==> src/rtl/mda_hdmi_ctrl.sv <==
// ---------------------------------------------------------------------------
// mda_hdmi_ctrl
//   Supervises the HDMI transmitter attached to an MDA-style CRTC. It counts
//   hsync pulses per frame to decide whether the incoming timing is sane. It
//   powers up the transmitter only after LOCK_FRAMES consecutive good frames,
//   and drops back out on a bad frame or when vsync disappears. The two
//   colour-select switches are synchronised and debounced, and they are
//   applied to the colour gate only on good-frame vsync edges, so the colour
//   never changes mid-frame.
//
// Ports
//   clk       in   pixel clock, rising edge
//   reset     in   asynchronous active-high reset
//   hsync     in   CRTC horizontal sync (active high, clk domain)
//   vsync     in   CRTC vertical sync (active high, clk domain)
//   switch2   in   raw colour-select switch (asynchronous)
//   switch3   in   raw colour-select switch (asynchronous)
//   rgb_mask  out  {red,grn,blu} colour gate enables
//   hdmi_pd   out  transmitter power, 1 = powered
//   de_gate   out  1 = pass display_enable through
//   locked    out  1 = state ON
//   state     out  OFF=0, ACQUIRE=1, ON=2
// ---------------------------------------------------------------------------
module mda_hdmi_ctrl #(
  parameter int DEBOUNCE_W  = 16,
  parameter int TIMEOUT_W   = 19,
  parameter int MIN_LINES   = 340,
  parameter int MAX_LINES   = 380,
  parameter int LOCK_FRAMES = 4
) (
  input  logic       clk,
  input  logic       reset,
  input  logic       hsync,
  input  logic       vsync,
  input  logic       switch2,
  input  logic       switch3,
  output logic [2:0] rgb_mask,
  output logic       hdmi_pd,
  output logic       de_gate,
  output logic       locked,
  output logic [1:0] state
);

  typedef enum logic [1:0] {
    ST_OFF     = 2'd0,
    ST_ACQUIRE = 2'd1,
    ST_ON      = 2'd2
  } state_t;

  localparam logic [DEBOUNCE_W-1:0] DB_ONES  = '1;
  localparam logic [TIMEOUT_W-1:0]  TO_ONES  = '1;
  localparam logic [9:0]            LINE_SAT = 10'd1023;
  localparam logic [9:0]            MIN_L    = 10'(MIN_LINES);
  localparam logic [9:0]            MAX_L    = 10'(MAX_LINES);
  localparam logic [3:0]            LOCK_N   = 4'(LOCK_FRAMES);

  // Switch pair {switch2,switch3} to colour gate {red,grn,blu}.
  function automatic logic [2:0] colour_map(input logic [1:0] sw);
    case (sw)
      2'b00:   return 3'b010;  // green
      2'b01:   return 3'b110;  // yellow
      2'b10:   return 3'b111;  // white
      default: return 3'b100;  // red
    endcase
  endfunction

  logic [1:0]            sw_meta_q, sw_meta_d;
  logic [1:0]            sw_sync_q, sw_sync_d;
  logic [1:0]            sw_cand_q, sw_cand_d;
  logic [1:0]            sw_stable_q, sw_stable_d;
  logic [DEBOUNCE_W-1:0] db_cnt_q, db_cnt_d;
  logic                  hs_q, hs_d;
  logic                  vs_q, vs_d;
  logic [9:0]            lines_q, lines_d;
  logic [TIMEOUT_W-1:0]  to_cnt_q, to_cnt_d;
  state_t                state_q, state_d;
  logic [3:0]            good_cnt_q, good_cnt_d;
  logic [2:0]            rgb_mask_q, rgb_mask_d;
  logic                  hdmi_pd_q, hdmi_pd_d;
  logic                  de_gate_q, de_gate_d;
  logic                  locked_q, locked_d;

  logic hs_rise;
  logic vs_rise;
  logic frame_good;
  logic timeout_evt;

  // Input stage: switch synchroniser, debounce, sync edge detection.
  always_comb begin
    sw_meta_d   = {switch2, switch3};
    sw_sync_d   = sw_meta_q;
    hs_d        = hsync;
    vs_d        = vsync;
    hs_rise     = hsync & ~hs_q;
    vs_rise     = vsync & ~vs_q;

    sw_cand_d   = sw_cand_q;
    db_cnt_d    = db_cnt_q;
    sw_stable_d = sw_stable_q;
    if (sw_sync_q != sw_cand_q) begin
      sw_cand_d = sw_sync_q;
      db_cnt_d  = '0;
    end else if (db_cnt_q != DB_ONES) begin
      db_cnt_d = db_cnt_q + 1'b1;
      // Commit exactly once, on the cycle the count reaches all-ones.
      if (db_cnt_d == DB_ONES) begin
        sw_stable_d = sw_cand_q;
      end
    end
  end

  // Frame measurement: lines per frame and vsync-absence timeout.
  always_comb begin
    lines_d = lines_q;
    if (vs_rise) begin
      // A coincident hsync belongs to the frame that is just starting.
      lines_d = hs_rise ? 10'd1 : 10'd0;
    end else if (hs_rise && (lines_q != LINE_SAT)) begin
      lines_d = lines_q + 10'd1;
    end
    frame_good = (lines_q >= MIN_L) && (lines_q <= MAX_L);

    to_cnt_d    = to_cnt_q;
    timeout_evt = 1'b0;
    if (vs_rise) begin
      to_cnt_d = '0;
    end else if (to_cnt_q != TO_ONES) begin
      to_cnt_d    = to_cnt_q + 1'b1;
      timeout_evt = (to_cnt_d == TO_ONES);
    end
  end

  // Lock FSM and registered outputs.
  always_comb begin
    state_d    = state_q;
    good_cnt_d = good_cnt_q;
    rgb_mask_d = rgb_mask_q;

    if (timeout_evt) begin
      state_d = ST_OFF;
    end else if (vs_rise) begin
      case (state_q)
        ST_OFF: begin
          // The first edge only marks a frame start; nothing to evaluate.
          state_d    = ST_ACQUIRE;
          good_cnt_d = '0;
        end
        ST_ACQUIRE: begin
          if (frame_good) begin
            good_cnt_d = good_cnt_q + 4'd1;
            if (good_cnt_d == LOCK_N) begin
              state_d    = ST_ON;
              rgb_mask_d = colour_map(sw_stable_q);
            end
          end else begin
            good_cnt_d = '0;
          end
        end
        ST_ON: begin
          if (frame_good) begin
            rgb_mask_d = colour_map(sw_stable_q);
          end else begin
            state_d    = ST_ACQUIRE;
            good_cnt_d = '0;
          end
        end
        default: begin
          state_d = ST_OFF;
        end
      endcase
    end

    if (state_d != ST_ON) begin
      rgb_mask_d = 3'b000;
    end
    hdmi_pd_d = (state_d == ST_ON);
    de_gate_d = (state_d == ST_ON);
    locked_d  = (state_d == ST_ON);
  end

  always_ff @(posedge clk or posedge reset) begin
    if (reset) begin
      sw_meta_q   <= '0;
      sw_sync_q   <= '0;
      sw_cand_q   <= '0;
      sw_stable_q <= '0;
      db_cnt_q    <= '0;
      hs_q        <= 1'b0;
      vs_q        <= 1'b0;
      lines_q     <= '0;
      to_cnt_q    <= '0;
      state_q     <= ST_OFF;
      good_cnt_q  <= '0;
      rgb_mask_q  <= '0;
      hdmi_pd_q   <= 1'b0;
      de_gate_q   <= 1'b0;
      locked_q    <= 1'b0;
    end else begin
      sw_meta_q   <= sw_meta_d;
      sw_sync_q   <= sw_sync_d;
      sw_cand_q   <= sw_cand_d;
      sw_stable_q <= sw_stable_d;
      db_cnt_q    <= db_cnt_d;
      hs_q        <= hs_d;
      vs_q        <= vs_d;
      lines_q     <= lines_d;
      to_cnt_q    <= to_cnt_d;
      state_q     <= state_d;
      good_cnt_q  <= good_cnt_d;
      rgb_mask_q  <= rgb_mask_d;
      hdmi_pd_q   <= hdmi_pd_d;
      de_gate_q   <= de_gate_d;
      locked_q    <= locked_d;
    end
  end

  assign rgb_mask = rgb_mask_q;
  assign hdmi_pd  = hdmi_pd_q;
  assign de_gate  = de_gate_q;
  assign locked   = locked_q;
  assign state    = state_q;

endmodule
==> config.mk <==
export PLATFORM = sky130hd
export DESIGN_NAME = mda_hdmi_ctrl
export DESIGN_NICKNAME = d
export VERILOG_FILES = /design/src/rtl/mda_hdmi_ctrl.sv
export SDC_FILE = /design/constraint.sdc
export NUM_CORES = 1
export LEC_CHECK = 0
export CAP_MARGIN = 0
export CORE_ASPECT_RATIO = 2
export CORE_UTILIZATION = 45
export CTS_CLUSTER_DIAMETER = 80
export DETAILED_ROUTE_END_ITERATION = 6
export GPL_TIMING_DRIVEN = 0
export PLACE_DENSITY = 0.69
export SYNTH_ARGS = -nofsm -noshare
export SYNTH_HDL_FRONTEND = slang
export SYNTH_SLANG_ARGS = --single-unit
==> constraint.sdc <==
create_clock -name clk -period 4.7 [get_ports clk]
set_input_delay 0.47 -clock clk [delete_from_list [all_inputs] [get_ports clk]]
set_output_delay 0.47 -clock clk [all_outputs]
set_load 0.01 [all_outputs]
==> results of run 1 <==
## sequential cells by signal, summed over array words and instances (netlist names)
name         flops
sw_meta_q        2
db_cnt_q        16
sw_stable_q      2
sw_sync_q        2
sw_cand_q        2
rgb_mask         3
lines_q         10
state            2
to_cnt_q        19
hs_q             1
vs_q             1
good_cnt_q       4
locked           1
## report_power, final
group | switching (mW) | internal, mW | total, mW
combinational | 0.0676 | 0.0477 | 0.115
clock | 0.232 | 0.475 | 0.707
sequential | 0.0299 | 0.585 | 0.615
## logic make-up after synthesis
family | count (synthesis)
AOI/OAI and AO/OA | 65
xor gates and xnor gates | 39
adders and majority gates | 8
buffers and inverters | 27
DFF | 65
muxes | 7
and+or+nand+nor | 143
## cell type report
class / count / area (um2) / area share
Multi-Input combinational cell: 262 / 1685 / 0.4213
Sequential cell: 65 / 1627 / 0.4066
Clock buffer: 12 / 246.5 / 0.06162
Timing Repair Buffer: 14 / 150.1 / 0.03754
Tap cell: 92 / 115.1 / 0.02878
Buffer: 16 / 70.07 / 0.01752
Clock inverter: 3 / 65.06 / 0.01627
Inverter: 11 / 41.29 / 0.01032
## cells in the mapped netlist, types with 2 or more instances
library cell                n  share of area
sky130_fd_sc_hd__nor2b_1    3         0.0055
sky130_fd_sc_hd__clkbuf_1  12          0.013
sky130_fd_sc_hd__mux2i_1    4          0.012
sky130_fd_sc_hd__inv_1     11          0.012
sky130_fd_sc_hd__a31oi_1    5         0.0091
sky130_fd_sc_hd__and2_1     2         0.0037
sky130_fd_sc_hd__xor2_1    12          0.031
sky130_fd_sc_hd__nand2_1   26          0.029
sky130_fd_sc_hd__nand3_1   19          0.028
sky130_fd_sc_hd__a211oi_1   2         0.0044
sky130_fd_sc_hd__nand4_1    8          0.015
sky130_fd_sc_hd__a21oi_1   33          0.048
sky130_fd_sc_hd__mux2_2     3         0.0099
sky130_fd_sc_hd__o41ai_1    2         0.0051
sky130_fd_sc_hd__nor2_1    35          0.038
sky130_fd_sc_hd__nor3_2     2         0.0058
sky130_fd_sc_hd__nand2b_1   5         0.0091
sky130_fd_sc_hd__nor4_1     5         0.0091
sky130_fd_sc_hd__nor3b_1    2         0.0044
sky130_fd_sc_hd__o21a_1     2         0.0044
sky130_fd_sc_hd__xnor2_1   27          0.069
sky130_fd_sc_hd__o31ai_1    2         0.0044
sky130_fd_sc_hd__and3_1    11          0.020
sky130_fd_sc_hd__o21ai_0    9          0.013
sky130_fd_sc_hd__nor3_1     9          0.013
sky130_fd_sc_hd__buf_2      2         0.0029
sky130_fd_sc_hd__dfrtp_1   65           0.48
sky130_fd_sc_hd__ha_1       8          0.029
sky130_fd_sc_hd__buf_4      2         0.0044
## metrics by stage
| stage | std cells | setup slack (ns) | total power, mW | area (um2) |
|---|---|---|---|---|
| floorplan | 354 | 2.559 | 0.7016 | 3423 |
| detailed placement | 460 | 2.247 | 0.7408 | 3689 |
| global route | 475 | 2.064 | 1.499 | 4000 |
| global placement | 459 | 1.455 | 0.7334 | 3669 |
| CTS | 475 | 2.235 | 1.451 | 4000 |
| finish | 475 | 2.274 | 1.436 | 4000 |
## worst min path at each step
stage	end	slack, ns	cells past startpoint
floorplan	sw_sync_q[0]	0.33	0
global placement	sw_sync_q[0]	0.35	0
detailed placement	sw_sync_q[0]	0.35	0
CTS	sw_sync_q[0]	0.36	0
global route	sw_sync_q[0]	0.36	0
finish	sw_sync_q[1]	0.36	0
## critical path, cell delays in order (launching register included)
cell and delay [ns]:
sky130_fd_sc_hd__dfrtp_1 0.42, sky130_fd_sc_hd__ha_1 0.30, sky130_fd_sc_hd__nand3_2 0.16, sky130_fd_sc_hd__nor3_2 0.20
sky130_fd_sc_hd__xnor2_1 0.12, sky130_fd_sc_hd__or4b_4 0.56, sky130_fd_sc_hd__nor4_4 0.41, sky130_fd_sc_hd__nor4_1 0.11
## per-layer routing
layer / vias up / GRT usage / share of wire
met2: 48 / 0.3511 / 0.55
met5: - / 0 / 0
met4: 0 / 0.1190 / 0.034
li1: 1298 / - / -
met3: 25 / 0.05383 / 0.031
met1: 1308 / 0.2140 / 0.39
==> results by stage, run 1 <==
Synth:
- The synthesized flop and latch total is 65.
- After synthesis, the mean cell area works out to 9.670 um2.
- The cell count after synthesis came out at 354.
- The async set or reset register ratio after synthesis is 1.000.
- Measured against the total synthesized area, the mux share comes to 0.02156.
- The main combinational cell family by area after synthesis is simple AND/OR/NAND/NOR gates.
- The Yosys step of the flow raised 0 warnings.
- Of the total synthesized cell area, the portion taken by AND, OR, NAND and NOR gates is 0.2284.
- The share of synthesized cell area in full adder, half adder and majority cells is 0.02924.
- Counting distinct cell types in the post-synthesis netlist gives 55.
- The proportion of synthesized chip area in sequential cells is 0.4751.
- The post-synthesis compound-gate area fraction is 0.1133.
- The most used flip-flop cell after synthesis is sky130_fd_sc_hd__dfrtp_1.
- In this run the cell area of the synthesized design comes to 3423 um2.
- The net count after synthesis is 368.
- Of the total synthesized cell area, the portion taken by XOR and XNOR cells is 0.09978.
- The number of synthesized flops with an enable pin is 0.

Detailed routing:
- The final route contains 2679 vias.
- The antenna violation net count after detailed routing is 0.
- The DRC violation total after the first TritonRoute iteration is 205.
- After detailed routing, the number of vias per cell comes to 5.640.
- The wire length after detailed routing is 7097 um.
- The first TritonRoute pass finished after 4 iterations.
- The per-cell routed wire length is 14.94 um.
- After detailed routing, the number of remaining DRC violations is 0.

Placement:
- Buffers placed on the I/O ports in this run total 13.
- The half-perimeter wire length after placement is 5109 um.
- At the end of routability-driven placement, the weighted congestion stood at 0.8718.

Global route:
- The via count of the first global-routing pass came to 2842.
- Entering global routing, the biggest net connects 45 pins.
- Summed over all layers, the global routing overflow is 0.
- The global-route usage over all layers is 0.2026.
- The first-pass GRT wire length is 12590 um.
- The number of antenna violations at the first check in global routing is 0.

Setup path:
- The arrival time of data at the critical path endpoint is 2.62 ns.
- Data on the critical path is required at its endpoint by 4.89 ns.
- The launching element type of the critical path is a register.
- The worst setup path is captured at a register.
- The start point of the critical path is to_cnt_q[0].
- In this run the worst setup path terminates at rgb_mask[1].
- Measured in cells, the most critical reg-to-reg path has a length of 7.
- The critical path class is register to register.
- The maximum fanout count along the critical path is 6.
- The reg-to-reg critical path endpoint is rgb_mask[1].
- The startpoint identified for the worst register-to-register timing path is to_cnt_q[0].
- Across all register-to-register paths, the minimum setup slack is 2.27 ns.

Clock network:
- In this run the post-CTS setup repair buffer count came out at 0.
- The CTS tree is yes.
- CTS built an H-tree with a depth of 3.
- Post-CTS repair changed the size of 0 cells.
- The number of buffers inserted during clock tree synthesis is 9.
- The number of clock sinks seen by CTS is 65.
- The clock transition at the registers of the reported paths is 0.05 ns.
- The clock latency on the worst-skew pair is 0.33 ns.
- The maximum root-to-sink buffer count is 2.
- The cell at the root of the clock tree is sky130_fd_sc_hd__clkbuf_16.
- Buffers inserted to repair hold after CTS numbered 0.

STA:
- The slew of the pin with the lowest slew margin is 0.9478 ns.
- The highest attainable clock frequency is 412.3 MHz.
- The max-slew violation count came to 0.
- On the final layout, the worst hold slack is 0.3605 ns.
- Summed over all failing endpoints, the final setup total negative slack is 0 ns.
- The final critical path time including I/O delays and setup is 2.426 ns.
- The number of setup violations in the final report is 0.
- The total count of hold-check failures in the final report was 0.
- Setup repair after global routing left no endpoint under its margin.
- The max-slew headroom at the worst pin is 0.3601.
- The final cycle utilization of the critical path is 0.5161.
- The worst clock skew is 0.005028 ns.

Final layout:
- From synthesis to final layout, the design area changed by 16.85%.
- The fraction of layout instances using a drive strength above 1 is 0.08616.
- The commonest non-fill, non-tap cell in the layout is sky130_fd_sc_hd__dfrtp_1.
- The number of inserted filler cells in the final layout is 653.
- The count of inserted antenna diode cells is 0.
- The top cell types in the final layout, fill and taps aside, are sky130_fd_sc_hd__dfrtp_1 (65), sky130_fd_sc_hd__nor2_1 (35), sky130_fd_sc_hd__a21oi_1 (33).
- The share of the core filled with cells is 0.5463.
- The number of nets in the layout is 393.

Power and ir drop:
- In this run the power density over the cells is 359.1 nW/um2.
- The peak ir drop on the vdd network is 0.0002160 V.
- In this run the static leakage power is 1.651 nW.

Min path:
- In this run the worst hold path is classified as register to register.
- The startpoint identified for the worst hold timing path is sw_meta_q[1].

Floorplan:
- The horizontal extent of the die is 63.68 um.
- The initial standard-cell utilization of the core is 0.4675.
- The die covers 7981 um2.
- The die height is 125.3 um.
- After floorplanning, the core was divided into 44 placement rows.
- The placeable core region is 7322 um2.
- The number of placed I/O pins is 14.

Run:
- Across the run, the number of max-cap violations was 0.

Status:
- The flow ran to the end, and the final reports show no timing, DRC or antenna violations.
No activity file was read; power rests on OpenSTA's default activity.
==> inputs of run 2 (changes only) <==
--- a/config.mk
+++ b/config.mk
@@ -11,7 +11,7 @@
 export CTS_CLUSTER_DIAMETER = 80
 export DETAILED_ROUTE_END_ITERATION = 6
 export GPL_TIMING_DRIVEN = 0
-export PLACE_DENSITY = 0.69
+export PLACE_DENSITY = 0.71
 export SYNTH_ARGS = -nofsm -noshare
 export SYNTH_HDL_FRONTEND = slang
 export SYNTH_SLANG_ARGS = --single-unit
==> constraint.sdc (replaced) <==
create_clock -name clk -period 2.1 [get_ports clk]
set_input_delay 0.21 -clock clk [delete_from_list [all_inputs] [get_ports clk]]
set_output_delay 0.21 -clock clk [all_outputs]
set_load 0.01 [all_outputs]
==> results by stage, run 2 (synthesis results as in run 1) <==
STA:
- The max-slew violation count is 0.
- Between clock sinks in the finished design, the worst skew comes to 0.009509 ns.
- After layout, the minimum clock period comes to 2.104 ns.
- The total count of hold-check failures in the final report is 0.
- The max-slew headroom at the worst pin is 0.4702.
- The number of setup violations in the final report is 1.
- Summed over all failing endpoints, the final setup total negative slack is -0.003780 ns.
- Setup repair after global routing could not meet its margin everywhere.
- Across all setup checks in the final design, the least slack found is -0.003780 ns.
- For the pin with the worst max-slew slack, the measured transition is 0.7935 ns.
- Of the available clock period, the critical path in the final layout requires 1.002.
- Final hold analysis gives a worst-case slack of 0.3151 ns.
- The highest attainable clock frequency is 475.3 MHz.

Setup path:
- The startpoint identified for the worst register-to-register timing path is to_cnt_q[0].
- For the worst flop-to-flop path, the logic depth is 8.
- The setup slack of the most critical reg-to-reg path is -0.004 ns.
- STA classifies the critical path endpoint as a register.
- The start point of the critical path is to_cnt_q[0].
- The data required time of the worst path is 2.30 ns.
- The slowest stage of the critical path is the sky130_fd_sc_hd__or4b_4 cell.
- In this design, the stage delay of the slowest critical-path cell is 0.53 ns.
- In this run the worst path has a maximum fanout of 6.
- STA classifies the critical path startpoint as a register.
- The arrival time of data at the critical path endpoint is 2.30 ns.
- The reg-to-reg critical path endpoint is rgb_mask[2].
- The signal on the critical path passes through ha_4 -> nand3_4 -> nor3_4 -> xnor2_2 -> or4b_4 -> nor4_4 -> buf_6 -> nor4_2.
- The critical path is of the register to register type.
- The endpoint of the worst setup timing path is rgb_mask[2].

Placement:
- Detailed placement finished with a half-perimeter wire length of 5539 um.
- The pre-CTS setup slack is -0.2906 ns.
- Once placement finished, the instance area stood at 3706 um2.
- The number of port buffers is 13.
- At the end of routability-driven placement, the weighted congestion stood at 0.8510.
- Once placement completed, the tool counted placed cells totaling 460.

Clock network:
- The tree is rooted in a sky130_fd_sc_hd__clkbuf_16.
- The number of buffers inserted during clock tree synthesis is 9.
- Clock latency on the worst-skew pair, taken at its later pin, is 0.34 ns.
- Clock-pin slew was measured on the worst setup and hold paths at 0.06 ns.
- The number of clock sinks seen by CTS is 65.
- The number of H-tree branching levels is 3.
- The hold-fix buffer count after cts is 0.
- No sink is reached through more buffers than the 2 on the longest clock path.
- The CTS tree is yes.

Final layout:
- After the flow finishes, the layout carries non-filler instances totaling 495.
- In the final layout, flip-flops and latches occupy 1634 um2.
- The flip-flop count of the largest register after layout is 19.
- In the final design database the tool counted 412 nets.
- The fraction of layout instances using a drive strength above 1 is 0.2432.
- The area added between synthesis and finish is 30.52%.
- The number of inserted filler cells in the final layout is 594.
- The commonest non-fill, non-tap cell in the layout is sky130_fd_sc_hd__dfrtp_1.
- After routing the design area is 4468 um2.
- The multi-input combinational cells in the finished layout cover a total of 1996 um2.
- The library cells used most frequently in the layout, excluding fill and tap cells, are sky130_fd_sc_hd__dfrtp_1 (59), sky130_fd_sc_hd__a21oi_1 (33), sky130_fd_sc_hd__nor2_1 (29).
- In the final layout, the registers with the most flip-flops are to_cnt_q x19, db_cnt_q x16, lines_q x10.
- 0 antenna diodes ended up in the layout.
- For this run, the share of the core covered by cells in the final layout is 0.6102.
- Ranked by flip-flop count, first place goes to to_cnt_q.

Run:
- The tool flagged a number of max-cap violations equal to 0.

Power and ir drop:
- The power share of the clock group is 0.470.
- Of the total power, the share spent switching nets is 0.2543.
- The leakage power of the design is 1.846 nW.
- Dividing total power by cell area gives a power density of 723.3 nW/um2.
- The logic gate share of total power is 0.102.
- The switching component of the power is 0.8219 mW.
- Power comes to 3.232 mW.
- The share of total power dissipated in sequential elements is 0.428.
- The worst-case IR drop observed on VDD is 0.0005657 V.
- The internal portion of total power is 2.410 mW.

Detailed routing:
- Using the TritonRoute via totals, the vias-per-cell ratio works out to 5.679.
- The antenna violation net count after detailed routing is 0.
- The number of DRC violations after detailed routing is 0.
- The total number of vias is 2811.
- The final layout contains routed wiring with a total length of 8097 um.
- The per-cell routed wire length is 16.36 um.
- The number of detailed-route iterations in the first pass is 4.
- The DRC violation total after the first TritonRoute iteration is 221.

Floorplan:
- The floorplan step set the die height to 125.3 um.
- The horizontal extent of the die is 63.68 um.
- For this configuration, the core starts out at a cell density of 0.4675.
- The region available for standard cell placement spans 7322 um2.
- During I/O placement, the number of pins put on the boundary was 14.
- Row generation in the floorplan step produced 44 rows.
- The die covers 7981 um2.

Min path:
- In this run the worst hold path is classified as input port to register.
- Counting instances, the worst hold path has a depth of 1.

Global route:
- The global-route usage over all layers is 0.2188.
- The via count of the first global-routing pass came to 2984.
- Entering global routing, the biggest net connects 39 pins.
- The total overflow left after global routing is 0.
- The first global-routing pass estimated 13270 um of wire.
- The number of antenna violations at the first check in global routing was 0.

Status:
- The flow ran to the end, but the final reports show violations.
- The final reports fail on setup timing.
run 2: cell types whose count changed in the layout (fill, tap and decap cells not counted), moves of 5 or more:
cell	change
sky130_fd_sc_hd__buf_4	+20
sky130_fd_sc_hd__dfrtp_1	-6
sky130_fd_sc_hd__nor2_1	-6
sky130_fd_sc_hd__dfrtp_2	+6
sky130_fd_sc_hd__nor4_1	-5
run 2: worst min path at each step:
stage | from | to
6_report | switch3 | sw_meta_q[0]
5_1_grt | switch2 | sw_meta_q[1]
4_1_cts | switch2 | sw_meta_q[1]
3_5_place_dp | sw_meta_q[0] | sw_sync_q[0]
3_3_place_gp | sw_meta_q[1] | sw_sync_q[1]
2_1_floorplan | hsync | hs_q
run 2: final cells by class:
class                      count  share of cell area
buffer                        15             0.01624
clock buffer                  10             0.05349
clock inverter                 6             0.01484
inverter                      11            0.009241
multi-input combinational    262              0.4467
sequential                    65              0.3657
tap                           92             0.02576
timing repair buffer          34             0.06805
run 2: worst max-delay path: cells and delay by family (launching register included):
kind / cells / cell delay, ns
and+or+nand+nor: 5 / 1.09
DFF: 1 / 0.42
adders and majority gates: 1 / 0.19
buffers and inverters: 1 / 0.19
xor gates and xnor gates: 1 / 0.09
run 2: per-layer routing:
metal	wire length, um	GRT usage
met3	274	0.05474
met2	4494	0.3980
met1	2960	0.1993
met4	367	0.1644
met5	0	0
run 2: what timing repair did:
action	CTS	global route
pin swaps	7	10
setup buffers	9	11
resized for setup	25	36
endpoints found under the setup margin	32	33
run 2: power by group through the flow:
stage,Clock [mW],Combinational (mW),Sequential (mW)
2_1_floorplan,0,0.192,1.38
3_3_place_gp,0,0.253,1.39
3_5_place_dp,0,0.265,1.40
4_1_cts,1.54,0.315,1.38
5_1_grt,1.59,0.371,1.39
6_report,1.52,0.330,1.38
